<file path="src/rtl/miriscv_apb_bridge.sv">
// miriscv_apb_bridge: two-phase APB master for the core data port; define MIRISCV_APB_TIMEOUT_EN to abort stalled ACCESS phases.
module miriscv_apb_bridge #(
  parameter int XLEN    = 32,
  parameter int NSLV    = 2,
  parameter int SEL_LSB = 12,
  parameter int TIMEOUT = 255
) (
  input  logic                 clk_i,
  input  logic                 arstn_i,
  input  logic                 data_req_i,
  input  logic                 data_we_i,
  input  logic [XLEN/8-1:0]    data_be_i,
  input  logic [XLEN-1:0]      data_addr_i,
  input  logic [XLEN-1:0]      data_wdata_i,
  output logic                 data_rvalid_o,
  output logic [XLEN-1:0]      data_rdata_o,
  output logic                 data_err_o,
  output logic                 busy_o,
  output logic [NSLV-1:0]      psel_o,
  output logic                 penable_o,
  output logic                 pwrite_o,
  output logic [XLEN-1:0]      paddr_o,
  output logic [XLEN-1:0]      pwdata_o,
  output logic [XLEN/8-1:0]    pstrb_o,
  input  logic [NSLV*XLEN-1:0] prdata_i,
  input  logic [NSLV-1:0]      pready_i,
  input  logic [NSLV-1:0]      pslverr_i
);
  localparam int W  = NSLV > 1 ? $clog2(NSLV) : 1;
  localparam int BW = XLEN / 8;
  localparam logic [1:0] IDLE   = 2'd0;
  localparam logic [1:0] SETUP  = 2'd1;
  localparam logic [1:0] ACCESS = 2'd2;
  localparam logic [1:0] RESP   = 2'd3;
  logic [1:0]      state_q, state_d;
  logic            we_q, we_d;
  logic [BW-1:0]   be_q, be_d;
  logic [XLEN-1:0] addr_q, addr_d;
  logic [XLEN-1:0] wdata_q, wdata_d;
  logic [W-1:0]    idx_q, idx_d;
  logic [XLEN-1:0] rdata_q, rdata_d;
  logic            err_q, err_d;
  logic            busy_q, busy_d;
  logic [W-1:0]    req_idx;
  logic            in_range;
  logic            sel_ready;
  logic            sel_err;
  logic [XLEN-1:0] sel_rdata;
  logic            timeout;

  // with a single slave there is no index field, so every address maps to slave 0
  assign req_idx   = NSLV == 1 ? '0 : data_addr_i[SEL_LSB +: W];
  assign in_range  = {1'b0, req_idx} < (W+1)'(NSLV);
  assign sel_ready = pready_i[idx_q];
  assign sel_err   = pslverr_i[idx_q];
  assign sel_rdata = prdata_i[32'(idx_q)*XLEN +: XLEN];

`ifdef MIRISCV_APB_TIMEOUT_EN
  localparam int TW = TIMEOUT > 255 ? 16 : 8;
  logic [TW-1:0] cnt_q, cnt_d;

  // held at zero outside ACCESS so it is already clear on entry
  assign cnt_d   = state_q != ACCESS ? '0 : (sel_ready ? cnt_q : cnt_q + 1'b1);
  assign timeout = !sel_ready && cnt_q == TW'(TIMEOUT - 1);

  always_ff @(posedge clk_i or negedge arstn_i) begin
    if (!arstn_i) cnt_q <= '0;
    else          cnt_q <= cnt_d;
  end
`else
  assign timeout = 1'b0;
`endif

  always_comb begin
    state_d = state_q;
    we_d    = we_q;
    be_d    = be_q;
    addr_d  = addr_q;
    wdata_d = wdata_q;
    idx_d   = idx_q;
    rdata_d = rdata_q;
    err_d   = err_q;
    if (state_q == IDLE && data_req_i) begin
      we_d    = data_we_i;
      be_d    = data_be_i;
      addr_d  = data_addr_i;
      wdata_d = data_wdata_i;
      idx_d   = req_idx;
      state_d = in_range ? SETUP : RESP;
      if (!in_range) begin
        rdata_d = '0;
        err_d   = 1'b1;
      end
    end else if (state_q == SETUP) begin
      state_d = ACCESS;
    end else if (state_q == ACCESS && (sel_ready || timeout)) begin
      state_d = RESP;
      rdata_d = (we_q || !sel_ready || sel_err) ? '0 : sel_rdata;
      err_d   = !sel_ready || sel_err;
    end else if (state_q == RESP) begin
      state_d = IDLE;
    end
    busy_d = state_d != IDLE;
  end

  always_ff @(posedge clk_i or negedge arstn_i) begin
    if (!arstn_i) begin
      state_q <= IDLE;
      we_q    <= 1'b0;
      be_q    <= '0;
      addr_q  <= '0;
      wdata_q <= '0;
      idx_q   <= '0;
      rdata_q <= '0;
      err_q   <= 1'b0;
      busy_q  <= 1'b0;
    end else begin
      state_q <= state_d;
      we_q    <= we_d;
      be_q    <= be_d;
      addr_q  <= addr_d;
      wdata_q <= wdata_d;
      idx_q   <= idx_d;
      rdata_q <= rdata_d;
      err_q   <= err_d;
      busy_q  <= busy_d;
    end
  end

  assign data_rvalid_o = state_q == RESP;
  assign data_rdata_o  = rdata_q;
  assign data_err_o    = err_q;
  assign busy_o        = busy_q;
  assign psel_o        = (state_q == SETUP || state_q == ACCESS) ? NSLV'(1) << idx_q : '0;
  assign penable_o     = state_q == ACCESS;
  assign pwrite_o      = we_q;
  assign paddr_o       = addr_q;
  assign pwdata_o      = wdata_q;
  assign pstrb_o       = we_q ? be_q : '0;
endmodule

</file>
<file path="config.mk">
export PLATFORM = sky130hd
export DESIGN_NAME = miriscv_apb_bridge
export DESIGN_NICKNAME = d
export VERILOG_FILES = /design/src/rtl/miriscv_apb_bridge.sv
export SDC_FILE = /design/constraint.sdc
export NUM_CORES = 1
export LEC_CHECK = 0
export CELL_PAD_IN_SITES_DETAIL_PLACEMENT = 0
export CELL_PAD_IN_SITES_GLOBAL_PLACEMENT = 2
export CORE_MARGIN = 4
export CORE_UTILIZATION = 26
export CTS_BUF_LIST = sky130_fd_sc_hd__clkbuf_4 sky130_fd_sc_hd__clkbuf_8 sky130_fd_sc_hd__clkbuf_16
export CTS_CLUSTER_SIZE = 8
export DETAILED_ROUTE_END_ITERATION = 16
export PLACE_DENSITY_LB_ADDON = 0.1
export SKIP_CTS_REPAIR_TIMING = 1
export SKIP_LAST_GASP = 1
export SLEW_MARGIN = 30
export SYNTH_ARGS = -nofsm -noshare
export SYNTH_HDL_FRONTEND = slang
export SYNTH_SLANG_ARGS = --single-unit
</file>
<file path="constraint.sdc">
create_clock -name clk_i -period 2.9 [get_ports clk_i]
set_input_delay 0.87 -clock clk_i [delete_from_list [all_inputs] [get_ports clk_i]]
set_output_delay 0.87 -clock clk_i [all_outputs]
set_load 0.02 [all_outputs]
</file>
==> results of run 1 <==
==> metrics by stage <==
| step | setup slack [ns] | cells |
|---|---|---|
| 3_5_place_dp | 0.462 | 808 |
| 2_1_floorplan | 0.965 | 346 |
| 3_3_place_gp | 0.494 | 808 |
| 5_1_grt | 0.0331 | 822 |
| 4_1_cts | 0.0980 | 822 |
| 6_report | 0.149 | 822 |
==> routing by layer <==
metal	global-route usage, %	up-vias
met3	6.10	6
met4	3.30	0
met2	21.9	135
met5	0	-
li1	-	1668
met1	16.6	1661
==> layout by cell type, fill, tap and decap left out, types with 2 or more instances in the layout <==
| cell type | synthesis | routed |
|---|---|---|
| ha_1 | 4 | 4 |
| o21ai_1 | 9 | 9 |
| buf_12 | 0 | 4 |
| clkdlybuf4s50_1 | 0 | 244 |
| and2_1 | 6 | 5 |
| mux2i_1 | 33 | 33 |
| buf_4 | 1 | 6 |
| mux2_2 | 102 | 102 |
| o21ai_0 | 23 | 23 |
| dfrtp_1 | 105 | 104 |
| clkbuf_16 | 0 | 9 |
| inv_1 | 34 | 34 |
| bufinv_16 | 0 | 2 |
==> critical path, stage by stage, from the launching register on <==
cell	delay, ns
dfrtp_1	0.37
inv_1	0.07
ha_1	0.32
and2_1	0.13
clkdlybuf4s50_1	0.64
==> cell type report <==
class	count	area [µm²]	area share, %
inverters	34	128	1.65
flip-flops and latches	105	2630	33.9
clock inverters	5	81.3	1.05
multi-input cells	185	1820	23.5
well taps	229	287	3.70
repair buffers	255	2580	33.3
clock buffers	9	225	2.91
==> power groups by stage <==
stage          combinational [mW]  clock (mW)  sequential (mW)
6_report                     4.24        1.29             2.51
5_1_grt                      4.52        1.41             2.61
4_1_cts                      4.33        1.35             2.52
3_5_place_dp                 4.31           0             2.53
3_3_place_gp                 4.29           0             2.50
2_1_floorplan                1.55           0             3.27
==> flip-flops by register name, summed over array words and instances (netlist names) <==
name and cells:
be_q 4, busy_o 1, data_err_o 1, data_rdata_o 32, paddr_o 32, pwdata_o 32
pwrite_o 1, state_q 2
==> logic make-up after synthesis <==
group / count (synthesis) / synth area share [%]
compound gates: 33 / 3.55
buf+inv: 56 / 5.93
fa+ha+maj: 4 / 1.06
mux: 136 / 31.5
flops: 105 / 55.6
simple gates: 12 / 2.30
==> cells in the mapped netlist <==
library cell and n:
inv_1 34, and2_1 6, and4bb_2 1, buf_6 7, buf_4 1, buf_2 11, dfrtp_1 105, nor4b_4 1
nand2b_1 1, mux2i_1 33, mux2_1 1, clkbuf_1 3, o21bai_1 1, nor3_4 1, or2_2 1, ha_1 4
o21ai_1 9, mux2_2 102, nor2b_1 1, o21ai_0 23
==> worst min path at each step <==
stage / start / end / slack, ns / cells past startpoint
6_report: arstn_i / data_rdata_o[7] / 0.43 / 1
5_1_grt: arstn_i / data_rdata_o[7] / 0.45 / 1
4_1_cts: arstn_i / data_rdata_o[7] / 0.44 / 1
3_5_place_dp: data_err_o / data_err_o / 0.47 / 1
3_3_place_gp: data_err_o / data_err_o / 0.48 / 1
2_1_floorplan: be_q[0] / be_q[0] / 0.47 / 1
==> metrics.txt, run 1 <==
NetSw 2.88 mW; worst flop-to-flop path endpoint data_rdata_o[15]; Switching Share 35.9%; drt total wl 14,000 µm; CP Capture Point psel_o[1]; leakage power 3.09 nW; Yosys reg bits 105; die area 0.0204 mm²; period utilization 94.9%; Fin. Hold Viols 0; FF-to-FF Start paddr_o[12]; clock-pin transition on the worst setup and hold timing paths 0.07 ns; Setup TNS Final 0 ns; DRT antenna net count 0; WP data required 2.03 ns; Synth Net Count 490; Final Max Tran Viols 0; uppermost layer routed met4; Reg power frac 31.2%; minimum hold slack 0.432 ns; Area Growth Syn to Fin 64.0%; minimum clock period 2.75 ns; Maximum Capacitance Violations 0; vias in the first global route 3,823; initial antenna violation count 0; DP HPWL 10,500 µm; synth top area cells dfrtp_1 56%, mux2_2 24%, mux2i_1 7.0%; TritonCTS clock tree done; largest net degree at the start of global routing 49; routability congestion estimate 0.729; Hold Path Class input port to async pin; Max FO, Critical Path 4; DRT met1 WL 5700 µm; Least-Margin Pin Slew 0.440 ns; met2 wire len 6740 µm; synthesis warning total 0; die width 143 µm; I/O pins 247; cell area after synthesis 0.00472 mm²; Pint 5.15 mW; Fill cells 1,684; Finished Core Util 43.3%; combinational power share 52.8%; Starting Density 26.4%; Yosys top cell area share 55.6%; endpoint class of the critical path primary output; wire length of the first global-routing pass 21,300 µm; NumNets Final 734; Die Y 143 µm; Yosys cell types 20; Ant. Diodes 0; Finished Cell Area 0.00775 mm²; # rows 49; H-tree depth 3; Tot GR Track Use 13.6%; reg2reg setup slack 0.94 ns; CTS sink count 105; DR WL/cell 17.0 µm; DRC viols 0; clk_lat worst skew 0.34 ns; fmax 363 MHz; share of cells above drive strength 1 22.3%; RSZ-0062 raised after global routing no; drt first pass iters 4; Via-to-Cell Ratio 4.22; Synth Instances 346; vias post-DR 3,470; final setup vio count 0; status completed; R2R cell count 5; Clock Skew 0.00644 ns; Core Region 0.0179 mm²; dpl cell area 0.00744 mm²; clk buf depth 2; Arrival @ worst endpoint 1.88 ns; mean area per synthesized cell 13.7 µm²; Peak VDD IR 0.425 mV; number of buffers created by CTS 9; initial drt markers 67; crit path launch state_q[0]; final total power 8.03 mW; cell taking the most area after synthesis dfrtp_1; startpoint types flip-flop; Clock Power Share 16.0%; Cell Pwr Density 1040 mW/mm²; metal3 WL 1420 µm; Seq/Total Area, Yosys 55.6%; crit path kind flip-flop to primary output; port buffer count 246; GRT overflow 0; clock root buffer clkbuf_16; max_slew headroom 69.8%
(Power assumes the default switching activity.)
==> run 2: changes to the inputs <==
==> constraint.sdc (replaced) <==
create_clock -name clk_i -period 2.9 [get_ports clk_i]
set_input_delay 0.58 -clock clk_i [delete_from_list [all_inputs] [get_ports clk_i]]
set_output_delay 0.58 -clock clk_i [all_outputs]
set_load 0.02 [all_outputs]
==> metrics.txt, run 2 (synthesis results as in run 1) <==
CTS sink count 105; drt total wl 13,900 µm; wire length of the first global-routing pass 21,100 µm; Max FO, Critical Path 4; Area Growth Syn to Fin 63.6%; largest net degree at the start of global routing 64; final setup vio count 0; FF-to-FF Start state_q[0]; metal3 WL 1560 µm; commonest non-fill, non-tap cell in the layout clkdlybuf4s50_1; endpoint class of the critical path primary output; Hold Path Class input port to async pin; I/O pins 247; vias post-DR 3,527; CP Capture Point psel_o[0]; clock root buffer clkbuf_16; uppermost layer routed met4; port buffer count 246; share of cells above drive strength 1 22.3%; worst flop-to-flop path endpoint data_rdata_o[20]; DR WL/cell 16.9 µm; R2R cell count 6; Core Region 0.0179 mm²; crit path launch state_q[0]; RSZ-0062 raised after global routing no; commonest cells after routing, fill and taps aside 245 x clkdlybuf4s50_1, 104 x dfrtp_1, 102 x mux2_2; Least-Margin Pin Slew 0.621 ns; reg2reg setup slack 1.01 ns; Starting Density 26.4%; minimum hold slack 0.228 ns; minimum clock period 2.52 ns; Peak VDD IR 0.502 mV; Die Y 143 µm; initial antenna violation count 0; Ant. Diodes 0; Arrival @ worst endpoint 1.94 ns; die area 0.0204 mm²; DP HPWL 10,500 µm; routability congestion estimate 0.741; Maximum Capacitance Violations 0; vias in the first global route 3,884; status completed; Clock Skew 0.00398 ns; drt first pass iters 4; crit path kind flip-flop to primary output; Tot GR Track Use 13.4%; Setup TNS Final 0 ns; clk buf depth 2; number of buffers created by CTS 9; clock-pin transition on the worst setup and hold timing paths 0.07 ns; TritonCTS clock tree done; Cell Pwr Density 1040 mW/mm²; met2 wire len 6820 µm; Fill cells 1,698; fmax 398 MHz; Via-to-Cell Ratio 4.29; # rows 49; DRT antenna net count 0; max_slew headroom 58.6%; startpoint types flip-flop; leakage power 3.07 nW; initial drt markers 43; DRT met1 WL 5350 µm; Fin. Hold Viols 0; NumNets Final 732; DRC viols 0; WP data required 2.32 ns; clk_lat worst skew 0.35 ns; GRT overflow 0; period utilization 86.7%; die width 143 µm; Final Max Tran Viols 0; H-tree depth 3
## run 2: final cells by class
cell class | instances | area, µm² | area share, %
Clock buffer | 9 | 225 | 2.91
Clock inverter | 7 | 77.6 | 1.00
Inverter | 34 | 128 | 1.65
Multi-Input combinational cell | 185 | 1820 | 23.5
Sequential cell | 105 | 2630 | 34.0
Tap cell | 229 | 287 | 3.71
Timing Repair Buffer | 253 | 2560 | 33.2
## run 2: routing by layer
metal	up-vias	GRT usage [%]
met2	141	22.7
li1	1663	-
met3	8	6.90
met4	0	3.00
met1	1715	15.1
met5	-	0
## run 2: worst max-delay path, stage by stage, from the launching register on
cell and delay, ns:
dfrtp_1 0.38, inv_1 0.07, ha_1 0.32, nor2b_1 0.15, clkdlybuf4s50_1 0.67
## run 2: where the power goes
| group | switching [mW] | leakage (nW) | internal [mW] |
|---|---|---|---|
| Combinational | 1.96 | 1.62 | 2.26 |
| Sequential | 0.402 | 1.30 | 2.14 |
| Clock | 0.576 | 0.146 | 0.678 |
## run 2: worst min path at each step
stage,startpoint,slack (ns),end
after floorplan,arstn_i,0.28,be_q[0]
after global placement,be_q[3],0.48,be_q[3]
after detailed placement,data_err_o,0.49,data_err_o
after CTS,arstn_i,0.25,data_rdata_o[6]
after global routing,arstn_i,0.27,data_rdata_o[6]
final,arstn_i,0.23,data_rdata_o[6]
## run 2: stage by stage
stage / worst slack [ns] / power [mW] / std cells / cell area, µm² / util [%]
2_1_floorplan: 1.23 / 4.82 / 346 / 4720 / -
3_5_place_dp: 0.649 / 6.86 / 806 / 7420 / 41.5
6_report: 0.385 / 8.01 / 822 / 7730 / 43.2
5_1_grt: 0.256 / 8.51 / 822 / 7730 / 43.2
3_3_place_gp: 0.656 / 6.82 / 806 / 7420 / 41.5
4_1_cts: 0.348 / 8.19 / 822 / 7730 / 43.2
